## config.mk

```make
export PLATFORM = sky130hd
export DESIGN_NAME = fetch_queue
export DESIGN_NICKNAME = d
export VERILOG_FILES = /design/src/rtl/fetch_queue_pkg.sv /design/src/rtl/fetch_queue.sv
export SDC_FILE = /design/constraint.sdc
export NUM_CORES = 2
export LEC_CHECK = 0
export ABC_AREA = 1
export BUFFER_PORTS_ARGS = -buffer_cell sky130_fd_sc_hd__buf_2
export CELL_PAD_IN_SITES_DETAIL_PLACEMENT = 0
export CELL_PAD_IN_SITES_GLOBAL_PLACEMENT = 1
export CORE_MARGIN = 2
export CORE_UTILIZATION = 39
export DETAILED_ROUTE_END_ITERATION = 6
export PLACE_DENSITY = 0.78
export SYNTH_ARGS = -nofsm -noshare
export SYNTH_HDL_FRONTEND = slang
export SYNTH_SLANG_ARGS = --single-unit
```

## constraint.sdc

```tcl
create_clock -name clock -period 24.2 [get_ports clock]
set_input_delay 2.42 -clock clock [delete_from_list [all_inputs] [get_ports clock]]
set_output_delay 2.42 -clock clock [all_outputs]
set_load 0.05 [all_outputs]
```

## src/rtl/fetch_queue_pkg.sv

```systemverilog
// Shared types for the fetch queue: the fetch->dispatch packet and default sizing.
package fetch_queue_pkg;

    localparam int XLEN     = 32;
    localparam int FQ_DEPTH = 8;

    typedef struct packed {
        logic            valid;
        logic [31:0]     inst;
        logic [XLEN-1:0] NPC;
        logic [XLEN-1:0] PC;
    } IF_ID_PACKET;

endpackage

```

## src/rtl/fetch_queue.sv

```systemverilog
// Circular instruction buffer between fetch and dispatch: up to 3 in, 3 oldest out,
// per-slot back-pressure from registered occupancy, whole-queue discard on squash.
module fetch_queue
    import fetch_queue_pkg::*;
#(
    parameter int DEPTH = FQ_DEPTH
) (
    input  logic                       clock,
    input  logic                       reset,
    input  logic                       squash,
    input  IF_ID_PACKET [2:0]          if_packet_in,
    output logic [2:0]                 fq_stall,
    output IF_ID_PACKET [2:0]          fq_packet_out,
    input  logic [1:0]                 dis_consume,
    output logic [$clog2(DEPTH+1)-1:0] fq_count
);

    localparam int PW = $clog2(DEPTH);
    localparam int CW = $clog2(DEPTH + 1);

    typedef logic [PW-1:0] ptr_t;
    typedef logic [CW-1:0] cnt_t;

    localparam logic [PW:0] DEPTH_W = (PW + 1)'(DEPTH);

    // Advance a pointer by 0..3 with explicit wrap so non-power-of-2 depths work.
    function automatic ptr_t ptr_add(input ptr_t ptr, input logic [1:0] n);
        logic [PW:0] sum;
        sum = {1'b0, ptr} + {{(PW-1){1'b0}}, n};
        if (sum >= DEPTH_W) begin
            sum = sum - DEPTH_W;
        end
        return sum[PW-1:0];
    endfunction

    IF_ID_PACKET entries_q [DEPTH];
    IF_ID_PACKET entries_d [DEPTH];
    ptr_t        head_q, head_d;
    ptr_t        tail_q, tail_d;
    cnt_t        count_q, count_d;

    cnt_t        free;
    ptr_t        wr_ptr;
    ptr_t        rd_ptr;
    logic [1:0]  n_in;
    logic [1:0]  n_avail;
    logic [1:0]  n_out;

    // Stall depends only on registered occupancy, never on this cycle's dequeue.
    always_comb begin
        free = cnt_t'(DEPTH) - count_q;
        if (free >= cnt_t'(3)) begin
            fq_stall = 3'b000;
        end else if (free == cnt_t'(2)) begin
            fq_stall = 3'b001;
        end else if (free == cnt_t'(1)) begin
            fq_stall = 3'b011;
        end else begin
            fq_stall = 3'b111;
        end
    end

    always_comb begin
        for (int unsigned k = 0; k < 3; k++) begin
            rd_ptr = ptr_add(head_q, 2'(k));
            if (!squash && (count_q > cnt_t'(k))) begin
                fq_packet_out[2'(2 - k)]       = entries_q[rd_ptr];
                fq_packet_out[2'(2 - k)].valid = 1'b1;
            end else begin
                fq_packet_out[2'(2 - k)] = '0;
            end
        end
        rd_ptr = head_q;
    end

    always_comb begin
        entries_d = entries_q;
        wr_ptr    = tail_q;
        n_in      = 2'd0;
        for (int unsigned i = 0; i < 3; i++) begin
            if (if_packet_in[2'(2 - i)].valid && !fq_stall[2'(2 - i)]) begin
                entries_d[wr_ptr] = if_packet_in[2'(2 - i)];
                wr_ptr            = ptr_add(wr_ptr, 2'd1);
                n_in              = n_in + 2'd1;
            end
        end

        n_avail = (count_q >= cnt_t'(3)) ? 2'd3 : count_q[1:0];
        n_out   = (dis_consume < n_avail) ? dis_consume : n_avail;

        head_d  = ptr_add(head_q, n_out);
        tail_d  = wr_ptr;
        count_d = count_q + cnt_t'(n_in) - cnt_t'(n_out);

        if (squash) begin
            entries_d = entries_q;
            n_out     = 2'd0;
            head_d    = '0;
            tail_d    = '0;
            count_d   = '0;
        end
    end

    assign fq_count = count_q;

    always_ff @(posedge clock) begin
        entries_q <= entries_d;
        if (reset) begin
            head_q  <= '0;
            tail_q  <= '0;
            count_q <= '0;
        end else begin
            head_q  <= head_d;
            tail_q  <= tail_d;
            count_q <= count_d;
            a_count_max: assert (count_q <= cnt_t'(DEPTH));
            a_no_underflow: assert (cnt_t'(n_out) <= count_q);
            a_consume_clamp: assert (squash || (dis_consume <= n_avail));
        end
    end

endmodule
```

==> out/metrics.csv <==
stage,metric,value,unit
outcome,status,"complete, but fails checks",
outcome,violations,design-rule violations,
drt,wl_per_cell,26.7,um
worst_setup_path,worstSetupEndpointType,output port,
placed_design,gp_congestion,0.917,
cts,path_clk_slew,0.06,ns
power_and_ir_drop,power_density,128,mW/mm^2
synthesis,synth_seq_cells,778,
cts,cts_tree,built,
finish,layout.nets,13300,
synthesis,yosysMostFrequentCell,nand2_1,
drt,vias,92500,
worst_setup_path,regToRegSetupSlack,17.25,ns
placed_design,portBuffers,593,
drt,drt-initial-drc-count,13500,
synthesis,synth-async-reset-ratio,0,%
synthesis,synth_nets,13600,
flow_run,drv_cap,0,
worst_setup_path,critical_path.slowest_cell,buf_4,
sta,rsz0062_at_grt,no,
cts,cts_setup_buffers,0,
floorplan,die_h,448,um
sta,fin_tns_setup,0,ns
finish,seqCellArea,0.0233,mm^2
floorplan,row_count,163,
worst_setup_path,crit_type,primary input to output port,
sta,finalCriticalPeriod,8.46,ns
worst_setup_path,crit_chain,"buf_2, clkinvlp_4, buf_12, o21ai_4, buf_4, inv_4, buf_4, o21ai_0, a211oi_1, buf_2",
sta,finalCritPeriodShare,34.9,%
floorplan,ioPinCount,594,
global_routing,grt_use_total,40.2,%
synthesis,synth-compound-area-share,16.7,%
synthesis,ys_types,41,
cts,cts_resized,0,
synthesis,synth-simple-area-share,38.6,%
power_and_ir_drop,p_leak,0.0419,uW
finish,drive_gt1_share,7.69,%
sta,hold_viol_final,0,
cts,root_buffer,clkbuf_16,
worst_setup_path,critical_path.max_stage_delay,0.79,ns
worst_setup_path,startpoint_type,primary input,
floorplan,core_area,0.197,mm^2
finish,multi_input_area,0.0446,mm^2
global_routing,grt_pass1_wl,591000,um
worst_setup_path,arrival,6.04,ns
worst_setup_path,critPathTopFamily,buffers and inverters,
global_routing,grt_pass1_vias,82800,
global_routing,gr-total-overflow,0,
placed_design,dp_hpwl,240000,um
drt,detail-route-antenna-nets,0,
sta,timing.fmax,118,MHz
floorplan,initial_core_util,39.1,%
finish,area_growth,8.84,%
drt,via_per_inst,5.87,
cts,holdBufCountCts,0,
synthesis,syn_inst,13200,
synthesis,synthAdderAreaFrac,0.296,%
synthesis,ys.flop_type,edfxtp_1,
global_routing,grt_antenna_before_repair,66,
cts,h-tree-depth,3,
sta,tightestPinTransition,1.38,ns
cts,numCtsBuffers,106,
power_and_ir_drop,p_total,10700,uW
synthesis,synth_common_cells,"nand2_1 (5849), o21ai_0 (1770), inv_1 (1153), nor2_1 (823), edfxtp_1 (768)",
power_and_ir_drop,ir_drop,0.0818,mV
synthesis,synth_area_leaders,"edfxtp_1 (30%), nand2_1 (29%), o21ai_0 (12%)",
drt,drcViolationCount,3,
sta,finClkSkew,0.0267,ns
synthesis,synth_top_family_by_area,simple AND/OR/NAND/NOR gates,
cts,cts_buffer_depth,3,
hold_path,hp-class,register to register,
drt,dr.pass1.iters,7,
synthesis,yosys_warnings,0,
floorplan,die_w,448,um
worst_setup_path,critPathRequiredTime,21.78,ns
worst_setup_path,cp_max_fo,142,
worst_setup_path,cp.buffers_inverters,7,
synthesis,synthMuxAreaShare,1.89,%
cts,cts.sink_count,778,
sta,final-setup-viol-count,0,
synthesis,yosysTopAreaCell,edfxtp_1,
drt,drt_wl_total,421000,um
synthesis,yosys.area_share.xor_xnor,0.0569,%
global_routing,grt_max_degree,204,
synthesis,syn_area,0.0769,mm^2
floorplan,die_area,0.201,mm^2
synthesis,yosysSeqAreaShare,30.2,%
synthesis,synth_top_area_share,30.0,%
sta,slew_violations,0,
synthesis,synth_area_per_cell,5.81,um^2
finish,fillers,21200,
synthesis,synth_edf_count,768,
sta,slew_headroom,5.47,%
sta,timing.hold.ws,0.654,ns
cts,clk_latency,0.78,ns
-- worst min-delay path: stages (launching register included) --
cell and delay (ns):
dfxtp_1 0.33, inv_1 0.08, ha_1 0.14, a21oi_1 0.06
-- cell type report --
| cell class | instances | area share (%) |
|---|---|---|
| multi-input cells | 10100 | 53.3 |
| clock buffers | 138 | 3.48 |
| well taps | 2640 | 3.94 |
| clock inverters | 56 | 0.642 |
| repair buffers | 752 | 5.09 |
| diodes | 40 | 0.120 |
| flip-flops and latches | 778 | 27.8 |
| inverters | 1246 | 5.66 |
-- power by group --
part	internal [uW]	total (uW)	switching [uW]	leakage, uW
clock network	957	1660	706	0.00170
registers	2180	2520	338	0.00772
logic	1640	6560	4910	0.0324
total	4780	10700	5960	0.0419
-- state kept, by name, indices dropped and copies added (netlist names) --
signal,count
tail_q,3
entries_q,768
fq_count,4
head_q,3
-- placed cells by master (no fill, tap or decap), types with 22 or more instances in the layout --
cell type and n:
a211oi_1 276, a21oi_1 227, a22o_1 24, buf_2 593, buf_4 151, clkbuf_1 22, clkbuf_16 110, clkinv_1 103
diode_2 40, edfxtp_1 768, inv_1 1148, mux2i_1 145, nand2_1 5825, nand2_4 27, nand3_1 721, nor2_1 816
nor2_4 22, nor3_1 142, o21ai_0 1767, o21ai_1 40
-- per-layer routing --
layer  part of all wire (%)  global-route usage (%)  vias to the layer above  wire length [um]
li1                       -                       -                    41700                 -
met5                  0.070                       0                        -               294
met2                     42                    61.1                     7050            178000
met4                    8.8                    30.2                       42             36900
met3                     13                    9.32                     1642             55300
met1                     36                    49.4                    42000            150000
-- per-stage QoR --
| stage | cells | setup slack (ns) | area, um^2 | util (%) |
|---|---|---|---|---|
| after global routing | 15800 | 15.71 | 83700 | 42.6 |
| final | 15800 | 15.74 | 83700 | 42.6 |
| after detailed placement | 15500 | 15.84 | 80200 | 40.8 |
| after floorplan | 13200 | 6.54 | 76900 | - |
| after CTS | 15700 | 15.84 | 83600 | 42.5 |
| after global placement | 15500 | 15.95 | 80200 | 40.8 |
-- kinds of logic (layout without fill, tap and decap cells) --
logic type / after synthesis / after routing
AO/OA/AOI/OAI: 2376 / 2376
adder cells (fa/ha/maj): 17 / 17
buffers and inverters: 2343 / 2192
multiplexers: 145 / 145
AND/OR/NAND/NOR: 7573 / 7573
XOR/XNOR: 5 / 5
other: 0 / 40
flip-flops: 778 / 778
-- worst paths after layout --
kind / from / endpoint / depth (start not counted)
hold reg to reg: fq_count[3] / fq_count[3] / 3
setup reg to reg: fq_count[1] / entries_q[292] / 16
hold / removal: fq_count[3] / fq_count[3] / 3
setup / recovery: squash / fq_packet_out[243] / 10
No activity file was read; power rests on OpenSTA's default activity.
